`src/rtl/handshaking_receiver_pkg.sv`:
```
// Shared definitions for the handshaking receiver: default widths and FSM state encoding.
package handshaking_receiver_pkg;

    localparam int unsigned DefaultDataWidth = 8;
    localparam int unsigned DefaultDepth     = 4;
    localparam int unsigned DefaultAddrWidth = 2;

    // Occupancy classes of the receive buffer; encodings are fixed for debug visibility.
    typedef enum logic [1:0] {
        StEmpty   = 2'd0,
        StPartial = 2'd1,
        StFull    = 2'd2
    } state_e;

endpackage

```
`src/rtl/handshaking_sync_fifo.sv`:
```
// Small synchronous FIFO: storage, wrapping pointers and occupancy count.
// Callers guarantee push only when not full and pop only when not empty.
module handshaking_sync_fifo
    import handshaking_receiver_pkg::*;
#(
    parameter int unsigned DATA_WIDTH = DefaultDataWidth,
    parameter int unsigned DEPTH      = DefaultDepth,
    parameter int unsigned ADDR_WIDTH = DefaultAddrWidth
) (
    input  logic                  clk,
    input  logic                  rst,
    input  logic                  push,
    input  logic                  pop,
    input  logic [DATA_WIDTH-1:0] wdata,
    output logic [DATA_WIDTH-1:0] rdata,
    output logic [ADDR_WIDTH:0]   count
);

    localparam logic [ADDR_WIDTH-1:0] PtrOne = ADDR_WIDTH'(1);
    localparam logic [ADDR_WIDTH:0]   CntOne = (ADDR_WIDTH + 1)'(1);

    logic [DATA_WIDTH-1:0] mem_q [DEPTH];
    logic [ADDR_WIDTH-1:0] wr_ptr_q, wr_ptr_d;
    logic [ADDR_WIDTH-1:0] rd_ptr_q, rd_ptr_d;
    logic [ADDR_WIDTH:0]   count_q, count_d;

    // Next-state pointers and count; DEPTH is a power of two so pointers wrap naturally.
    always_comb begin
        wr_ptr_d = wr_ptr_q;
        rd_ptr_d = rd_ptr_q;
        count_d  = count_q;
        if (push) wr_ptr_d = wr_ptr_q + PtrOne;
        if (pop)  rd_ptr_d = rd_ptr_q + PtrOne;
        unique case ({push, pop})
            2'b10:   count_d = count_q + CntOne;
            2'b01:   count_d = count_q - CntOne;
            default: count_d = count_q;
        endcase
    end

    // Pointer and count state; contents are discarded on reset by clearing the pointers.
    always_ff @(posedge clk or posedge rst) begin
        if (rst) begin
            wr_ptr_q <= '0;
            rd_ptr_q <= '0;
            count_q  <= '0;
        end else begin
            wr_ptr_q <= wr_ptr_d;
            rd_ptr_q <= rd_ptr_d;
            count_q  <= count_d;
        end
    end

    // Storage array; not reset since stale entries are never presented as valid.
    always_ff @(posedge clk) begin
        if (push) mem_q[wr_ptr_q] <= wdata;
    end

    assign rdata = mem_q[rd_ptr_q];
    assign count = count_q;

endmodule

```
`src/rtl/handshaking_receiver.sv`:
```
// Receiver end of a valid/ready word handshake, buffering accepted words in a
// first-word-fall-through FIFO for a local consumer that pops with rd_en.
module handshaking_receiver
    import handshaking_receiver_pkg::*;
#(
    parameter int unsigned DATA_WIDTH = DefaultDataWidth,
    parameter int unsigned DEPTH      = DefaultDepth,
    parameter int unsigned ADDR_WIDTH = DefaultAddrWidth
) (
    input  logic                  clk,
    input  logic                  rst,
    input  logic [DATA_WIDTH-1:0] data_in,
    input  logic                  data_valid,
    output logic                  data_ready,
    input  logic                  rd_en,
    output logic [DATA_WIDTH-1:0] data_out,
    output logic                  out_valid,
    output logic [ADDR_WIDTH:0]   count,
    output logic                  rd_err
);

    localparam logic [ADDR_WIDTH:0] FullCount = (ADDR_WIDTH + 1)'(DEPTH);
    localparam logic [ADDR_WIDTH:0] CntOne    = (ADDR_WIDTH + 1)'(1);

    state_e                state_q;
    logic                  data_ready_q;
    logic                  rd_err_q;
    logic                  push;
    logic                  pop;
    logic [ADDR_WIDTH:0]   count_d;
    logic [DATA_WIDTH-1:0] head;

    assign out_valid = (state_q != StEmpty);

    // Handshake qualification and next-state occupancy; push is blocked in FULL by
    // data_ready and pop is blocked in EMPTY by out_valid.
    always_comb begin
        push    = data_valid && data_ready_q;
        pop     = rd_en && out_valid;
        count_d = count;
        unique case ({push, pop})
            2'b10:   count_d = count + CntOne;
            2'b01:   count_d = count - CntOne;
            default: count_d = count;
        endcase
    end

    // Occupancy FSM with registered data_ready and sticky underflow flag.
    always_ff @(posedge clk or posedge rst) begin
        if (rst) begin
            state_q      <= StEmpty;
            data_ready_q <= 1'b1;
            rd_err_q     <= 1'b0;
        end else begin
            data_ready_q <= (count_d != FullCount);
            case (state_q)
                StEmpty: begin
                    if (push)  state_q  <= StPartial;
                    if (rd_en) rd_err_q <= 1'b1;
                end
                StPartial: begin
                    if (count_d == '0)            state_q <= StEmpty;
                    else if (count_d == FullCount) state_q <= StFull;
                end
                StFull: begin
                    if (pop) state_q <= StPartial;
                end
                default: state_q <= StEmpty;
            endcase
        end
    end

    handshaking_sync_fifo #(
        .DATA_WIDTH (DATA_WIDTH),
        .DEPTH      (DEPTH),
        .ADDR_WIDTH (ADDR_WIDTH)
    ) u_fifo (
        .clk   (clk),
        .rst   (rst),
        .push  (push),
        .pop   (pop),
        .wdata (data_in),
        .rdata (head),
        .count (count)
    );

    // Gate the head so an empty buffer (including right after reset) reads as zero.
    assign data_out   = out_valid ? head : '0;
    assign data_ready = data_ready_q;
    assign rd_err     = rd_err_q;

endmodule

```
`config.mk`:
```
export PLATFORM = sky130hd
export DESIGN_NAME = handshaking_receiver
export DESIGN_NICKNAME = d
export VERILOG_FILES = /design/src/rtl/handshaking_receiver_pkg.sv /design/src/rtl/handshaking_sync_fifo.sv /design/src/rtl/handshaking_receiver.sv
export SDC_FILE = /design/constraint.sdc
export NUM_CORES = 1
export LEC_CHECK = 0
export ABC_AREA = 0
export BUFFER_PORTS_ARGS = -buffer_cell sky130_fd_sc_hd__buf_2
export CORE_MARGIN = 2
export CORE_UTILIZATION = 41
export CTS_BUF_LIST = sky130_fd_sc_hd__clkbuf_8
export CTS_CLUSTER_SIZE = 8
export DETAILED_ROUTE_END_ITERATION = 6
export PLACE_DENSITY = 0.62
export RECOVER_POWER = 25
export SYNTH_ARGS = -nofsm -noshare
export SYNTH_HDL_FRONTEND = slang
export SYNTH_SLANG_ARGS = --single-unit
```
`constraint.sdc`:
```
create_clock -name clk -period 2.2 [get_ports clk]
set_clock_uncertainty 0.15 [all_clocks]
set_input_delay 0.22 -clock clk [delete_from_list [all_inputs] [get_ports clk]]
set_output_delay 0.22 -clock clk [all_outputs]
set_load 0.01 [all_outputs]
```
After elaboration in Yosys (flattened, before gate mapping)

Memory sizes are Yosys's and may differ from the RTL's.
Cells that the tools add are included.
W data, S select, Z words.

Bits in registers: 11
Memories kept: 1
Memory bits (read-only): 0
Logic and storage cells: 36
Bits in writable memories: 32
Input port bits: 12
Bits in latches: 0

Memories:

| memory       | depth | bits a word | rd ports | clocked after memory_dff | write ports | line                        | RTL |
|---|---|---|---|---|---|---|---|
| u_fifo.mem_q | 4     | 8           | 1        | 0                        | 1           | handshaking_sync_fifo.sv:22 | `logic [DATA_WIDTH-1:0] mem_q [DEPTH];` |

Divide/modulo/power cells: 0
Equal/unequal tests: 9
Bitwise gates (word level): 0
Multiply operators: 0
Magnitude comparators: 0
Reduce and logical (&&, ||, !) cells: 7
Mux-type cells: 9
Shift operators: 0
Add/subtract/negate cells: 4

Operator list:

| cell                  | number |
|---|---|
| $mux W2               | 4 |
| $mux W8               | 1 |
| $ne A3 B3 Y1 const B  | 2 |
| $pmux W2 S3           | 1 |
| $pmux W3 S2           | 1 |
| $add A2 B1 Y2 const B | 2 |
| $eq A2 B1 Y1 const B  | 2 |
| $eq A2 B2 Y1 const B  | 2 |
| $ne A2 B1 Y1 const B  | 2 |
| $add A3 B1 Y3 const B | 1 |
| $eq A3 B3 Y1 const B  | 1 |
| $logic_not A3 Y1      | 1 |
| $reduce_and A3 Y1     | 1 |
| $sub A3 B1 Y3 const B | 1 |
| $logic_and A1 B1 Y1   | 2 |
| $logic_not A2 Y1      | 1 |
| $mux W1               | 2 |
| $reduce_and A2 Y1     | 1 |
| $reduce_bool A2 Y1    | 1 |

Depth between registers and ports, before layout

Depth in word-level cells: 8
Depth in mapped cells: 10
Mapped depth without buffers: 10

Hierarchy

A second synthesis with hierarchy kept.

Cell total of the unflattened synthesis: 117
Area, all modules: 1890.6 um^2

By module, submodules not included:

| module                | area each (um^2) | instances | cells each | sequential area each (um^2) |
|---|---|---|---|---|
| handshaking_sync_fifo | 1545.2           | 1         | 77         | 1136.1 |
| handshaking_receiver  | 345.3            | 1         | 40         | 101.3 |

Least setup slack after synthesis

Ideal clock, no wire load.

Path type: reg2reg
Start: reg state_q[1]
End: reg state_q[1]
Slack: -24 ps
Cell stages (with the launch flop): 11
Data required time: 1930 ps
Data arrival time: 1954 ps
Library setup time: 120 ps
Period minus slack after synthesis: 2224 ps
Cells stage by stage: dfrtp_1 > nor2_1 > inv_1 > and2_1 > ha_1 > inv_1 > fa_1 > nor2b_1 > nand2_1 > o21ai_0 > a31o_2

Cells in the longest elaborated chain, start to end: 7
Elaborated cells on any way between the ends: 16

RTL lines:

| element                                                                  | line                                                   | RTL |
|---|---|---|
| start, declared                                                          | handshaking_receiver.sv:25                             | `state_e state_q;` |
| start signal, assigned                                                   | handshaking_receiver.sv:51                             | `state_q <= StEmpty;` |
| start signal, assigned                                                   | handshaking_receiver.sv:58                             | `if (push) state_q <= StPartial;` |
| start signal, assigned                                                   | handshaking_receiver.sv:62                             | `if (count_d == '0) state_q <= StEmpty;` |
| $reduce_bool A2 Y1                                                       | handshaking_receiver.sv:33                             | `assign out_valid = (state_q != StEmpty);` |
| $logic_and A1 B1 Y1                                                      | handshaking_receiver.sv:39                             | `pop = rd_en && out_valid;` |
| $eq A2 B1 Y1 / $eq A2 B2 Y1 (equally long branches)                      | handshaking_receiver.sv:41                             | `unique case ({push, pop})` |
| $pmux W3 S2                                                              | handshaking_receiver.sv:41                             |  |
| $eq A3 B3 Y1 / $logic_not A3 Y1 (equally long branches)                  | handshaking_receiver.sv:63, handshaking_receiver.sv:62 |  |
| $ne A3 B3 Y1 (no source line) / $mux W2 (equally long branches)          | --                                                     |  |
| $reduce_and A3 Y1 (no source line) / $pmux W2 S3 (equally long branches) | --                                                     |  |

Several ways; a longest one is shown, not always the timed one.
A chain may end at the register's enable or synchronous reset.

Final worst setup path

Start: reg state_q[0]
End: reg state_q[1]

Same word-level chain as after synthesis.

==> metrics <==
gr ovfl total=0; drt drc=0; final hold violation count=0; Via density=about 4.8; worst-skew pair later-pin latency=between 0.2 and 0.3 ns; DR pass1 iterations=4; CTS root buf=clkbuf_8; nets=173; # fillers=366; # port buffers=25; Layout area overhead=27.5%; CTS Buf Count=5; H-tree levels=2; layout cell share with drive strength beyond 1=38.7%; largest net degree at the start of global routing=14; clock buffer depth=2; vias in the first global route=1017; DR WL/cell=14.5 microns; Crit-path slowest cell=fa_2; Starting Density=between 40% and 50%; worst hold-check path type=in2reg; CTS tree=done; antenna violations before repair=0; most frequent cells in the layout=edfxtp_1 (32), buf_2 (22), buf_4 (13); fmax=around 0.46 GHz; fin. max-slew vios=0; minimum clock period=approximately 2.2 ns; commonest non-fill, non-tap cell in the layout=edfxtp_1; IO Pins=26; Yosys cell types=26; Clk pin slew, worst setup/hold paths=around 0.07 ns; crit-path cells=nor2_2 > inv_1 > and2_4 > ha_4 > inv_2 > fa_2 > nor2b_4 > nand2_1 > o21ai_2 > a31o_2; sinks on the clock net=between 40 and 50; worst-margin pin slew=0.460 ns; largest area contributor in the netlist=edfxtp_1; initial DRC count=26; Crit path arrival time=2.19 ns; Antenna diodes=0; LEAKAGE=0.908 nW; hold slack=just under 0.04 ns; fraction of the yosys area taken by sequential cells=69.3%; Crit Path Category=reg2reg; Syn Nets=122; Synth warnings=0; routed via count=slightly below 1000; Synth Register Bits=43; Total GRT Usage=13.2%; worst rel slew slack=69.4%; DPL Wire Length=2040 microns; endpoints failing setup=0; Worst Path Required=around 2.2 ns; Die H=roughly 70 microns; Synth Instances=104; final period utilization=between 90% and 100%; Max-cap violations=0; syn avg cell area=17.2 sq um; setup TNS=0 ns; cell area after synthesis=approximately 1800 sq um; P per Cell Area=~1400 nW/um^2; die area=4900 sq um; top cell type's share of synthesized area=about 54%; ANT nets after route=0; Peak VDD IR=0.000766 V; gp weighted congestion=0.658; status=finished clean; Std-Cell Core Area=4260 sq um; Critical Path Fanout Max=3; row count=24; WP buf/inv=2; chip width=70.0 microns; WL final=3000 microns; Worst path max stage delay=around 0.42 ns; CP endpoint kind=flip-flop; startpoint types=flip-flop; top cells by area, synth=edfxtp_1 (54%), dfrtp_1 (14%), mux4_2 (10%), ha_1 (3.5%), and2_1 (3.2%); family with the most delay on the worst path=adder cells; global-route wire length before repair=4800 microns
## per-layer routing
metal  track usage, %  share of wire, %  up-vias
met4             3.85               1.0        0
met2             22.4                52       26
li1                 -                 -      478
met5                0                 0        -
met1             16.0                42      483
met3             4.62               5.0        5
## cell type report
type                       count  area [sq um]  share of cell area, %
sequential                    43          1240                   54.3
clock inverter                 2          37.5                   1.65
clock buffer                   5          68.8                   3.02
timing repair buffer          47           309                   13.6
inverter                       7          26.3                   1.15
tap                           52          65.1                   2.86
multi-input combinational     51           534                   23.4
## sequential cells by signal, indices dropped and copies added, names as in the netlist
register         flops
u_fifo.wr_ptr_q      2
data_ready           1
u_fifo.rd_ptr_q      2
state_q              2
u_fifo.count         3
rd_err               1
u_fifo.mem_q        32
## per-stage QoR
step	total power (W)	instance area, sq um	setup slack [ns]	cells	utilization [%]
2_1_floorplan	0.00197	1790	0.0152	104	-
3_3_place_gp	0.00233	2020	0.0281	186	47.3
3_5_place_dp	0.00238	2020	-0.0938	186	47.3
4_1_cts	0.00306	2240	0.00888	204	52.5
5_1_grt	0.00331	2280	-0.0270	207	53.4
6_report	0.00310	2280	0.0408	207	53.4
## worst paths after layout
| check | start | to | slack [ns] | cells after the start |
|---|---|---|---|---|
| worst max-delay path | state_q[0] | state_q[1] | 0.04 | 10 |
| worst min register to register | rd_err | rd_err | 0.30 | 1 |
| worst min-delay path | rd_en | rd_err | 0.04 | 2 |
| min in group asynchronous | rst | u_fifo.wr_ptr_q[1] | 0.31 | 3 |
| max in group asynchronous | rst | data_ready | 1.27 | 3 |
| worst max register to register | state_q[0] | state_q[1] | 0.04 | 10 |
## cell families (layout without fill, tap and decap cells)
logic type / count (synthesis) / in the layout / synth area share, %
and+or+nand+nor: 25 / 25 / 7.91
AOI/OAI and AO/OA: 5 / 5 / 1.96
DFF: 43 / 43 / 69.3
xor gates and xnor gates: 6 / 6 / 2.94
muxes: 9 / 9 / 10.7
adders and majority gates: 6 / 6 / 4.62
buffers and inverters: 10 / 61 / 2.59
## synthesized netlist by cell type (all sizes together)
library cell   n
nand3b         1
o221ai         1
edfxtp        32
o21ai          1
a31o           1
nand2          5
ha             5
xor2           3
xnor2          3
fa             1
mux4           8
inv            7
nor2b          2
and2           9
nor3b          1
a21o           1
nor2           2
buf            1
and3           4
dfstp          1
dfrtp         10
nand2b         1
clkbuf         2
mux2           1
a21oi          1
## report_power, final
part / internal, W / switching [W] / leakage [nW]
Combinational: 0.000704 / 0.000595 / 0.439
Clock: 0.000331 / 0.000246 / 0.0502
Sequential: 0.00109 / 0.000125 / 0.419
Total: 0.00213 / 0.000966 / 0.908
## timing repair
item | in CTS | in global routing
setup endpoints to repair | 2 | 3
setup buffers | 3 | 2
hold buffers | 8 | 1
cloned | 0 | 0
pin swaps | 3 | 6
gates resized for setup | 6 | 3
endpoints found under the hold margin | 38 | 2
(Power assumes the default switching activity.)
